**src/rtl/lcd_write_sequencer_pkg.sv**
```systemverilog
// Shared definitions for the LCD write sequencer: state encodings, LCD command
// constants and the power-on init nibble/wait list.
package lcd_write_sequencer_pkg;

  localparam int unsigned COUNT_W = 20;

  typedef enum logic [2:0] {
    INIT_WAIT,
    INIT_STROBE,
    INIT_CMD,
    IDLE,
    HI_NIB,
    GAP,
    LO_NIB,
    WAIT
  } seqState_t;

  typedef enum logic [1:0] {
    PH_IDLE,
    PH_SETUP,
    PH_PULSE,
    PH_HOLD
  } strobePhase_t;

  localparam logic [7:0] LCD_CLEAR        = 8'h01;
  localparam logic [7:0] LCD_HOME         = 8'h02;
  localparam logic [7:0] LCD_HOME_ALT     = 8'h03;
  localparam logic [7:0] LCD_FUNCTION_SET = 8'h28;
  localparam logic [7:0] LCD_ENTRY_MODE   = 8'h06;
  localparam logic [7:0] LCD_DISPLAY_ON   = 8'h0C;

  // Single-nibble wake-up strobes issued before the interface is in 4-bit mode.
  function automatic logic [3:0] initNibble(input logic [1:0] idx);
    case (idx)
      2'd3:    return 4'h2;
      default: return 4'h3;
    endcase
  endfunction

  function automatic logic [COUNT_W-1:0] initWait(input logic [1:0] idx);
    case (idx)
      2'd0:    return COUNT_W'(205000);
      2'd1:    return COUNT_W'(5000);
      default: return COUNT_W'(2000);
    endcase
  endfunction

  function automatic logic [7:0] initByte(input logic [1:0] idx);
    case (idx)
      2'd0:    return LCD_FUNCTION_SET;
      2'd1:    return LCD_ENTRY_MODE;
      2'd2:    return LCD_DISPLAY_ON;
      default: return LCD_CLEAR;
    endcase
  endfunction

  // Clear and return-home need the long execution wait.
  function automatic logic isLongCommand(input logic rs, input logic [7:0] data);
    return !rs && (data == LCD_CLEAR || data == LCD_HOME || data == LCD_HOME_ALT);
  endfunction

endpackage

```
**src/rtl/lcd_nibble_strobe.sv**
```systemverilog
// One-nibble strobe generator: drives the nibble, waits SETUP, raises E for
// PULSE, holds for HOLD, then flags done. Times itself with the parent's counter.
module lcd_nibble_strobe
  import lcd_write_sequencer_pkg::*;
#(
  parameter int unsigned SETUP_CYCLES = 2,
  parameter int unsigned PULSE_CYCLES = 12,
  parameter int unsigned HOLD_CYCLES  = 1
) (
  input  logic               Clock,
  input  logic               Reset,
  input  logic               iStart,
  input  logic [3:0]         iNibble,
  input  logic               iCountZero,
  output logic               oLoad_c,
  output logic [COUNT_W-1:0] oLoadValue_c,
  output logic               oDone_c,
  output logic               oEnabled,
  output logic [3:0]         oData
);

  strobePhase_t phase;

  // Counter reload requests at each phase boundary; done is seen in the last HOLD cycle.
  always_comb begin
    oLoad_c      = 1'b0;
    oLoadValue_c = '0;
    oDone_c      = 1'b0;
    if (iStart) begin
      oLoad_c      = 1'b1;
      oLoadValue_c = COUNT_W'(SETUP_CYCLES - 1);
    end else if (iCountZero) begin
      case (phase)
        PH_SETUP: begin
          oLoad_c      = 1'b1;
          oLoadValue_c = COUNT_W'(PULSE_CYCLES - 1);
        end
        PH_PULSE: begin
          oLoad_c      = 1'b1;
          oLoadValue_c = COUNT_W'(HOLD_CYCLES - 1);
        end
        PH_HOLD:  oDone_c = 1'b1;
        default:  ;
      endcase
    end
  end

  always_ff @(posedge Clock) begin
    if (Reset) begin
      phase    <= PH_IDLE;
      oEnabled <= 1'b0;
      oData    <= '0;
    end else if (iStart) begin
      phase    <= PH_SETUP;
      oEnabled <= 1'b0;
      oData    <= iNibble;
    end else if (iCountZero) begin
      case (phase)
        PH_SETUP: begin
          phase    <= PH_PULSE;
          oEnabled <= 1'b1;
        end
        PH_PULSE: begin
          phase    <= PH_HOLD;
          oEnabled <= 1'b0;
        end
        PH_HOLD:  phase <= PH_IDLE;
        default:  ;
      endcase
    end
  end

endmodule

```
**src/rtl/lcd_write_sequencer.sv**
```systemverilog
// Serialises byte writes onto the 4-bit character LCD bus with strobe and
// command timing. Define LCD_POWERON_INIT_EN to run the power-on init sequence.
module lcd_write_sequencer
  import lcd_write_sequencer_pkg::*;
#(
  parameter int unsigned SETUP_CYCLES        = 2,
  parameter int unsigned PULSE_CYCLES        = 12,
  parameter int unsigned HOLD_CYCLES         = 1,
  parameter int unsigned NIBBLE_GAP_CYCLES   = 50,
  parameter int unsigned CMD_WAIT_CYCLES     = 2000,
  parameter int unsigned CLEAR_WAIT_CYCLES   = 82000,
  parameter int unsigned POWERON_WAIT_CYCLES = 750000
) (
  input  logic       Clock,
  input  logic       Reset,
  input  logic       iRequest,
  input  logic       iRegisterSelect,
  input  logic [7:0] iData,
  output logic       oReady,
  output logic       oInitDone,
  output logic       oLCD_Enabled,
  output logic       oLCD_RegisterSelect,
  output logic       oLCD_ReadWrite,
  output logic       oLCD_StrataFlashControl,
  output logic [3:0] oLCD_Data
);

  seqState_t          state;
  logic [COUNT_W-1:0] count;
  logic               countZero;
  logic [7:0]         byteReg;
  logic               accept;
  logic               strobeStart;
  logic [3:0]         strobeNibble;
  logic               strobeLoad_c;
  logic [COUNT_W-1:0] strobeLoadValue_c;
  logic               strobeDone_c;
`ifdef LCD_POWERON_INIT_EN
  logic [1:0]         initIdx;
  logic [1:0]         byteIdx;
  logic [7:0]         nextByte;
`endif

  assign countZero               = (count == '0);
  assign accept                  = (state == IDLE) && oReady && iRequest;
  assign oLCD_ReadWrite          = 1'b0;
  assign oLCD_StrataFlashControl = 1'b1;

  lcd_nibble_strobe #(
    .SETUP_CYCLES (SETUP_CYCLES),
    .PULSE_CYCLES (PULSE_CYCLES),
    .HOLD_CYCLES  (HOLD_CYCLES)
  ) uStrobe (
    .Clock        (Clock),
    .Reset        (Reset),
    .iStart       (strobeStart),
    .iNibble      (strobeNibble),
    .iCountZero   (countZero),
    .oLoad_c      (strobeLoad_c),
    .oLoadValue_c (strobeLoadValue_c),
    .oDone_c      (strobeDone_c),
    .oEnabled     (oLCD_Enabled),
    .oData        (oLCD_Data)
  );

  // Strobe launch: on the same edge the FSM enters a nibble state.
  always_comb begin
    strobeStart  = 1'b0;
    strobeNibble = byteReg[3:0];
`ifdef LCD_POWERON_INIT_EN
    nextByte     = initByte(2'd0);
`endif
    case (state)
      IDLE: begin
        if (accept) begin
          strobeStart  = 1'b1;
          strobeNibble = iData[7:4];
        end
      end
      GAP: begin
        if (countZero) strobeStart = 1'b1;
      end
`ifdef LCD_POWERON_INIT_EN
      INIT_WAIT: begin
        if (countZero) begin
          strobeStart  = 1'b1;
          strobeNibble = initNibble(initIdx);
        end
      end
      INIT_CMD: begin
        if (countZero) begin
          strobeStart = 1'b1;
          if (initIdx != 2'd3) strobeNibble = initNibble(initIdx + 2'd1);
          else                 strobeNibble = nextByte[7:4];
        end
      end
      WAIT: begin
        if (countZero && !oInitDone && byteIdx != 2'd3) begin
          nextByte     = initByte(byteIdx + 2'd1);
          strobeStart  = 1'b1;
          strobeNibble = nextByte[7:4];
        end
      end
`endif
      default: ;
    endcase
  end

  // Sequencer FSM and the shared down-counter.
  always_ff @(posedge Clock) begin
    if (Reset) begin
`ifdef LCD_POWERON_INIT_EN
      state               <= INIT_WAIT;
      initIdx             <= 2'd0;
      byteIdx             <= 2'd0;
`else
      state               <= IDLE;
`endif
      // Without init the counter just runs out unobserved in IDLE.
      count               <= COUNT_W'(POWERON_WAIT_CYCLES - 1);
      byteReg             <= '0;
      oReady              <= 1'b0;
      oInitDone           <= 1'b0;
      oLCD_RegisterSelect <= 1'b0;
    end else begin
      if (strobeLoad_c)    count <= strobeLoadValue_c;
      else if (!countZero) count <= count - COUNT_W'(1);

      case (state)
        IDLE: begin
          oReady    <= ~accept;
          oInitDone <= 1'b1;
          if (accept) begin
            byteReg             <= iData;
            oLCD_RegisterSelect <= iRegisterSelect;
            state               <= HI_NIB;
          end
        end
        HI_NIB: begin
          if (strobeDone_c) begin
            state <= GAP;
            count <= COUNT_W'(NIBBLE_GAP_CYCLES - 1);
          end
        end
        GAP: begin
          if (countZero) state <= LO_NIB;
        end
        LO_NIB: begin
          if (strobeDone_c) begin
            state <= WAIT;
            count <= isLongCommand(oLCD_RegisterSelect, byteReg)
                     ? COUNT_W'(CLEAR_WAIT_CYCLES - 1)
                     : COUNT_W'(CMD_WAIT_CYCLES - 1);
          end
        end
        WAIT: begin
          if (countZero) begin
`ifdef LCD_POWERON_INIT_EN
            if (!oInitDone && byteIdx != 2'd3) begin
              byteIdx <= byteIdx + 2'd1;
              byteReg <= initByte(byteIdx + 2'd1);
              state   <= HI_NIB;
            end else begin
              state     <= IDLE;
              oReady    <= 1'b1;
              oInitDone <= 1'b1;
            end
`else
            state  <= IDLE;
            oReady <= 1'b1;
`endif
          end
        end
`ifdef LCD_POWERON_INIT_EN
        INIT_WAIT: begin
          if (countZero) state <= INIT_STROBE;
        end
        INIT_STROBE: begin
          if (strobeDone_c) begin
            state <= INIT_CMD;
            count <= initWait(initIdx) - COUNT_W'(1);
          end
        end
        INIT_CMD: begin
          if (countZero) begin
            if (initIdx != 2'd3) begin
              initIdx <= initIdx + 2'd1;
              state   <= INIT_STROBE;
            end else begin
              byteIdx <= 2'd0;
              byteReg <= initByte(2'd0);
              state   <= HI_NIB;
            end
          end
        end
`endif
        default: state <= IDLE;
      endcase
    end
  end

endmodule
```
**config.mk**
```make
export PLATFORM = sky130hd
export DESIGN_NAME = lcd_write_sequencer
export DESIGN_NICKNAME = d
export VERILOG_FILES = /design/src/rtl/lcd_write_sequencer_pkg.sv /design/src/rtl/lcd_nibble_strobe.sv /design/src/rtl/lcd_write_sequencer.sv
export SDC_FILE = /design/constraint.sdc
export NUM_CORES = 1
export LEC_CHECK = 0
export BUFFER_PORTS_ARGS = -buffer_cell sky130_fd_sc_hd__buf_2
export CAP_MARGIN = 5
export CORE_UTILIZATION = 31
export DETAILED_ROUTE_END_ITERATION = 12
export PLACE_DENSITY = 0.45
export RECOVER_POWER = 100
export SLEW_MARGIN = 20
export SYNTH_ARGS = -nofsm -noshare
export SYNTH_HDL_FRONTEND = slang
export SYNTH_SLANG_ARGS = --single-unit
```
**constraint.sdc**
```tcl
create_clock -name Clock -period 2.4 [get_ports Clock]
set_input_delay 0.12 -clock Clock [delete_from_list [all_inputs] [get_ports Clock]]
set_output_delay 0.12 -clock Clock [all_outputs]
set_load 0.01 [all_outputs]
```
# After elaboration in Yosys (flattened, before gate mapping)
# Index checks and enable logic that the tools add are counted.
# totals
regBits	41
elab_cells	80
# classes
addsub	1
n_eq_ne	16
mux	32
bitwise	1
reduce_logical	20
# ops
op	count
2-to-1 mux 20 bit	6
one-hot mux 20 bit (2 select lines)	1
logical NOT 20 bit	1
subtractor 20 x 1 -> 20 bit, second input constant	1
2-to-1 mux 17 bit	1
equality test 8 x 2 -> 1 bit, second input constant	2
2-to-1 mux 3 bit	5
one-hot mux 3 bit (5 select lines)	1
equality test 3 bit, second input constant	4
2-to-1 mux 4 bit	3
2-to-1 mux 1 bit	11
!= test 2 bit, second input constant	5
AND reduction 2 bit	5
equality test 8 x 1 -> 1 bit, second input constant	1
one-hot mux 1 bit (2 select lines)	3
one-hot mux 2 bit (3 select lines)	1
nonzero test 2 bit	3
AND reduction 5 bit	1
equality test 2 bit, second input constant	2
nonzero test 4 bit	1
OR reduction 2 bit	2
equality test 3 x 2 -> 1 bit, second input constant	1
logical AND 1 bit	3
nonzero test 3 bit	1
other kinds (4)	5

# Longest topological paths before layout
# Gate-level depths: netlist of the first run.
# depth
ltp_word	9
depth_mapped	9

# Cells and area by module
# From an unflattened synthesis of the first run, not the netlist that was laid out.
# hier_totals
cells_unflattened	292
area_unflattened_um2	2389.8
# by_module_without_submodules
mod	n_inst	cells_per_inst	area_per_inst_um2
lcd_write_sequencer	1	234	1881.8
lcd_nibble_strobe	1	58	508.0

# Worst setup path before layout of the first run
# No wires, ideal clock.
# synth_path
kind	register to register
from	reg count[0]
to	reg count[5]
setup_time_ps	120
arrival_ps	1973
path_slack_ps	307
path_stages_with_launch	9
n_path_buf	1
synth_period_minus_slack_ps	2093
cell_sequence	dfxtp_1 > inv_1 > ha_1 > nor3b_1 > nand4_1 > buf_2 > nor2_1 > o21ai_0 > a211o_1
# synth_via
elab_chain_len	7
word_cells_on_any_way	14
cone_classes	add/sub: 1; mux: 12; reduce/logical: 1
# synth_lines
item	line_no	text
start, declared	lcd_write_sequencer.sv:29	logic [COUNT_W-1:0] count;
start signal, assigned	lcd_write_sequencer.sv:120	count <= COUNT_W'(POWERON_WAIT_CYCLES - 1);
start signal, assigned	lcd_write_sequencer.sv:126	if (strobeLoad_c) count <= strobeLoadValue_c;
start signal, assigned	lcd_write_sequencer.sv:127	else if (!countZero) count <= count - COUNT_W'(1);
branches (longest 6 deep; another with subtractor 20 x 1 -> 20 bit)	-	
one-hot mux 20 bit (2 select lines) *	lcd_write_sequencer.sv:129	case (state)
# Every way passes the cells marked *.
# A chain may end at the register's enable or synchronous reset.

# Final worst setup path of the first run
# layout_path
from	reg count[0]
to	reg uStrobe.oData[1]
# layout_via
elab_chain_len	3
# layout_lines
item	line_no	text
logical NOT 20 bit	lcd_write_sequencer.sv:44	assign countZero = (count == '0);
2-to-1 mux 1 bit	lcd_write_sequencer.sv:81	if (countZero) strobeStart = 1'b1;
one-hot mux 1 bit (2 select lines)	lcd_write_sequencer.sv:73	case (state)
end signal, assigned	lcd_nibble_strobe.sv:56	oData <= iNibble;
end, declared	lcd_nibble_strobe.sv:19	output logic [3:0] oData
# No other way between the ends.

==> results.txt, run 1 <==
Die Area: 7120 um2
area of the mapped netlist: 2100 um2
first-pass GRT wire length: 8640 um
PwrDens: 691 nW/um2
DRC Markers: 0
Post-synth top flop: dfxtp_1
Iteration-0 DRC Markers: 107
initial antenna violation count: 0
post-synthesis sequential area ratio: 0.390
RSZ-0062 raised after global routing: no
Post-synth top cells: dfxtp_1 (41), nand2_1 (30), a21oi_1 (22), o21ai_0 (19)
clock skew: 0.00736 ns
routed wire length: 5080 um
first-pass iteration count of the detailed router: 4
# resized after CTS: 0
met2 routed WL: 2250 um
Clk Latency, worst-skew pair: 0.30 ns
Synth Instances: 250
Synth area leaders: dfxtp_1 (39%), nand2_1 (5.4%), a21oi_1 (5.2%)
total vias in the final route: 1828
post-synth top area share: 0.390
Clock Sinks: 41
Distinct cells, synth: 45
clock root buffer: clkbuf_8
Hold Buf Count CTS: 0
layout net count: 292
Max rail drop VDD: 0.294 mV
Arrival @ worst endpoint: 2.39 ns
Die X: 84.4 um
cell with the most instances after synthesis: dfxtp_1
number of synthesized flops with an enable pin: 0
worst-path cell chain: inv_1 > ha_1 > nor3b_1 > nand4_1 > buf_4 > a211oi_4 > clkbuf_2 > nor2_1 > a311oi_2
largest net degree at the start of global routing: 29
aggregate global routing overflow: 0
Synth Register Bits: 41
die height: 84.4 um
H-tree depth: 2
layout cell share with drive strength beyond 1: 0.160
total CTS buffers: 5
ys async rst share: 0
outcome: finished clean
CP Capture Type: flip-flop
min cycle time layout: 2.18 ns
final worst setup slack: 0.221 ns
RePlAce Congestion: 0.728
Slowest-stage cell, CP: dfxtp_1
Slew Limit Fails: 0
Synth area leader: dfxtp_1
Post-DRT Antenna Nets: 0
number of global-route vias before repair: 1755
MaxCap Viol Count: 0
Ys Warns: 0
final worst path period share: 0.908
DPL Wire Length: 3590 um
I/O pin count: 22
Worst Path Max Fanout: 10
HP Class: in -> reg
Max Freq: 459 MHz
syn nets: 268
leakage power: 0.855 nW
crit-path max cell delay: 0.35 ns
Setup Crit Path Kind: reg -> reg
CTS Buffer Depth: 2
max layer used: met4
Post-CTS Setup Inserts: 0
endpoints failing setup: 0
Setup TNS: 0 ns
clk slew on worst S/H paths: 0.09 ns
met1 WL: 2630 um
Post-Syn Area per Cell: 8.41 um2
Avg Vias per Cell: 5.19
diode count: 0
row count: 29
IO buf count: 19
Required @ worst endpoint: 2.61 ns
post-place setup slack: 0.218 ns
DR WL met3: 137 um
post-DR wirelength/cell: 14.4 um
Area Growth Syn to Fin: 14.3%
Slew headroom: 0.592
core area: 6460 um2
Hold Vio Cnt, Final: 0
total track usage: 0.154
CTS tree: done
measured slew at the worst slew-check pin: 0.611 ns
Worst setup SP type: flip-flop
effective utilization at floorplan: 0.326
-- worst paths after layout --
path	from	endpoint	slack (ns)	depth (start not counted)
worst min register to register	byteReg[7]	byteReg[7]	0.46	2
worst max-delay path	count[0]	uStrobe.oData[1]	0.22	9
worst max register to register	count[0]	uStrobe.oData[1]	0.22	9
worst min-delay path	iRegisterSelect	oLCD_RegisterSelect	0.06	3
-- logic make-up (layout without fill, tap and decap cells) --
group	count (synthesis)	after routing	synth area share
fa+ha+maj	6	6	0.0357
buf+inv	22	47	0.0529
compound gates	67	67	0.219
simple gates	100	100	0.249
xor+xnor	12	12	0.0500
other cells	2	2	0.00357
flops	41	41	0.390
-- registers in the layout, summed over array words and instances (netlist names) --
name / count
state: 3
byteReg: 8
oLCD_RegisterSelect: 1
uStrobe.oData: 4
uStrobe.oEnabled: 1
count: 20
uStrobe.phase: 2
oInitDone: 1
oReady: 1
-- through the flow --
step	utilization	total power [mW]	hold WS, ns	std cells	cell area, um2
final	0.372	1.66	0.0563	352	2400
after global routing	0.372	1.76	0.0555	352	2400
after CTS	0.375	1.68	0.0469	352	2420
after detailed placement	0.357	1.08	0.370	344	2300
after global placement	0.357	1.09	0.364	344	2300
after floorplan	-	0.998	0.256	250	2100
-- layer usage --
layer	track usage	up-vias
met4	0.0586	0
met5	0	-
met2	0.235	25
met3	0.0265	5
met1	0.217	859
li1	-	939
-- layout make-up --
| type | instances | area, um2 |
|---|---|---|
| Timing Repair Buffer | 31 | 166 |
| Sequential cell | 41 | 821 |
| Multi-Input combinational cell | 187 | 1170 |
| Clock inverter | 2 | 37.5 |
| Clock buffer | 6 | 82.6 |
| Tap cell | 77 | 96.3 |
| Fill cell | 692 | 4050 |
| Inverter | 8 | 30.0 |
-- cell usage in the layout, fill, tap and decap left out, types with 3 or more instances in the layout --
cell      count
nor2_1       16
xnor2_1      11
nand2_1      30
clkbuf_8      6
dfxtp_1      41
nand2b_1      4
or3_1         4
buf_2        11
o31ai_1       4
nor3_1       16
clkbuf_1      9
a21oi_1      22
buf_4         9
nor4_2        3
nor4_1        7
ha_1          6
o21ai_0      19
nand3_1       5
a311oi_2      3
inv_1         8
or4_1         3
-- report_power, final --
| part | internal [mW] | switching (mW) |
|---|---|---|
| clock network | 0.339 | 0.261 |
| registers | 0.737 | 0.0618 |
| logic | 0.113 | 0.151 |
-- worst max-delay path, delay by kind of cell (launching register included) --
kind	cells	cell delay, ns
AO/OA/AOI/OAI	2	0.46
AND/OR/NAND/NOR	3	0.55
adder cells (fa/ha/maj)	1	0.20
buffers and inverters	3	0.53
flip-flops	1	0.35
No activity file was read; power rests on OpenSTA's default activity.
==> run 2, diff against run 1 <==
Settings changed: CORE_ASPECT_RATIO from default to 1.25.
==> results.txt, run 2 (synthesis results as in run 1) <==
outcome: finished clean
MaxCap Viol Count: 0
DP Area: 2300 um2
Max rail drop VDD: 0.278 mV
number of global-route vias before repair: 1783
leakage power: 0.841 nW
RePlAce Congestion: 0.745
most common cell after layout, fill and taps aside: dfxtp_1
Die X: 75.7 um
sequential share of power: 0.486
biggest regs: count: 20 flops, byteReg: 8 flops, uStrobe.oData: 4 flops
Setup TNS: 0 ns
row count: 33
measured slew at the worst slew-check pin: 0.618 ns
Largest register FFs: 20
Area Growth Syn to Fin: 14.1%
largest net degree at the start of global routing: 29
die height: 94.1 um
PwrDens: 685 nW/um2
Switching Power: 0.457 mW
endpoints failing setup: 0
Max Freq: 462 MHz
post-DR wirelength/cell: 14.2 um
clk slew on worst S/H paths: 0.08 ns
CP delay by family, top: buffers and inverters
Crit path top cell by count: buf_4
Die Area: 7120 um2
commonest non-fill, non-tap cells in the layout: dfxtp_1 (41), nand2_1 (30), a21oi_1 (22), o21ai_0 (19)
final instance area: 2400 um2
Worst Path Buf+Inv: 3
H-tree depth: 2
Hold Buf Count CTS: 0
# resized after CTS: 0
Post-DRT Antenna Nets: 0
aggregate global routing overflow: 0
first-pass iteration count of the detailed router: 4
Hold Vio Cnt, Final: 0
core area: 6570 um2
Required @ worst endpoint: 2.61 ns
Clk pwr share: 0.355
crit-path max cell delay: 0.34 ns
HP Class: in -> reg
total CTS buffers: 5
Sw Ratio: 0.278
CTS Buffer Depth: 2
clock skew: 0.0109 ns
Worst setup SP type: flip-flop
CTS tree: done
final worst path period share: 0.901
DPL Wire Length: 3680 um
Setup Crit Path Kind: reg -> reg
DRC Markers: 0
min cycle time layout: 2.16 ns
Worst Path Max Fanout: 11
initial antenna violation count: 0
Clk Latency, worst-skew pair: 0.29 ns
effective utilization at floorplan: 0.320
internal power: 1.19 mW
Post-CTS Setup Inserts: 0
Comb power frac: 0.159
Avg Vias per Cell: 5.04
first-pass GRT wire length: 8650 um
layout cell share with drive strength beyond 1: 0.147
clock root buffer: clkbuf_8
diode count: 0
total track usage: 0.162
Arrival @ worst endpoint: 2.37 ns
worst-path cell chain: inv_1 > ha_1 > nor3b_1 > nand4_1 > buf_4 > a211oi_4 > buf_4 > nor2_1 > a311oi_2
routed wire length: 5110 um
I/O pin count: 22
Slew Limit Fails: 0
Iteration-0 DRC Markers: 45
total vias in the final route: 1815
CP Capture Type: flip-flop
Slowest-stage cell, CP: dfxtp_1
Biggest register: count
hold slack: 0.0561 ns
RSZ-0062 raised after global routing: no
layout net count: 290
Slew headroom: 0.588
Clock Sinks: 41
IO buf count: 19
==> run 2: final cells by class <==
type                            instances  area (um2)
Clock buffer                            7        86.3
Clock inverter                          1        30.0
Fill cell                             698        4170
Inverter                                8        30.0
Multi-Input combinational cell        187        1170
Sequential cell                        41         821
Tap cell                               87         109
Timing Repair Buffer                   29         153
==> run 2: power by group through the flow <==
stage	clock (mW)	combinational [mW]	sequential (mW)
after floorplan	0	0.195	0.803
final	0.584	0.261	0.799
after detailed placement	0	0.269	0.815
after global routing	0.623	0.297	0.812
after CTS	0.605	0.271	0.800
after global placement	0	0.273	0.816
==> run 2: worst paths after layout <==
kind / cells past startpoint / slack [ns] / start / to
max: 9 / 0.24 / count[0] / uStrobe.oData[1]
min: 3 / 0.06 / iRegisterSelect / oLCD_RegisterSelect
max reg2reg: 9 / 0.24 / count[0] / uStrobe.oData[1]
min reg2reg: 2 / 0.46 / byteReg[7] / byteReg[7]
==> run 2: per-stage QoR <==
step / power, mW / setup slack (ns) / cells / utilization
after floorplan: 0.998 / 0.307 / 250 / -
after CTS: 1.68 / 0.194 / 360 / 0.368
after detailed placement: 1.08 / 0.218 / 352 / 0.350
after global routing: 1.73 / 0.0241 / 360 / 0.366
after global placement: 1.09 / 0.267 / 352 / 0.350
final: 1.64 / 0.238 / 360 / 0.366
==> run 2: metal layers <==
metal,up-vias,part of all wire,track usage
met1,843,0.47,0.200
met4,0,0.011,0.0509
met2,30,0.49,0.273
met3,6,0.028,0.0343
li1,936,-,-
met5,-,0,0
==> run 2: worst register-to-register path, delay by kind of cell, from the launching register on <==
family / cells / cell delay [ns]
AO/OA/AOI/OAI: 2 / 0.49
adder cells (fa/ha/maj): 1 / 0.19
buffers and inverters: 3 / 0.55
flip-flops: 1 / 0.34
AND/OR/NAND/NOR: 3 / 0.50
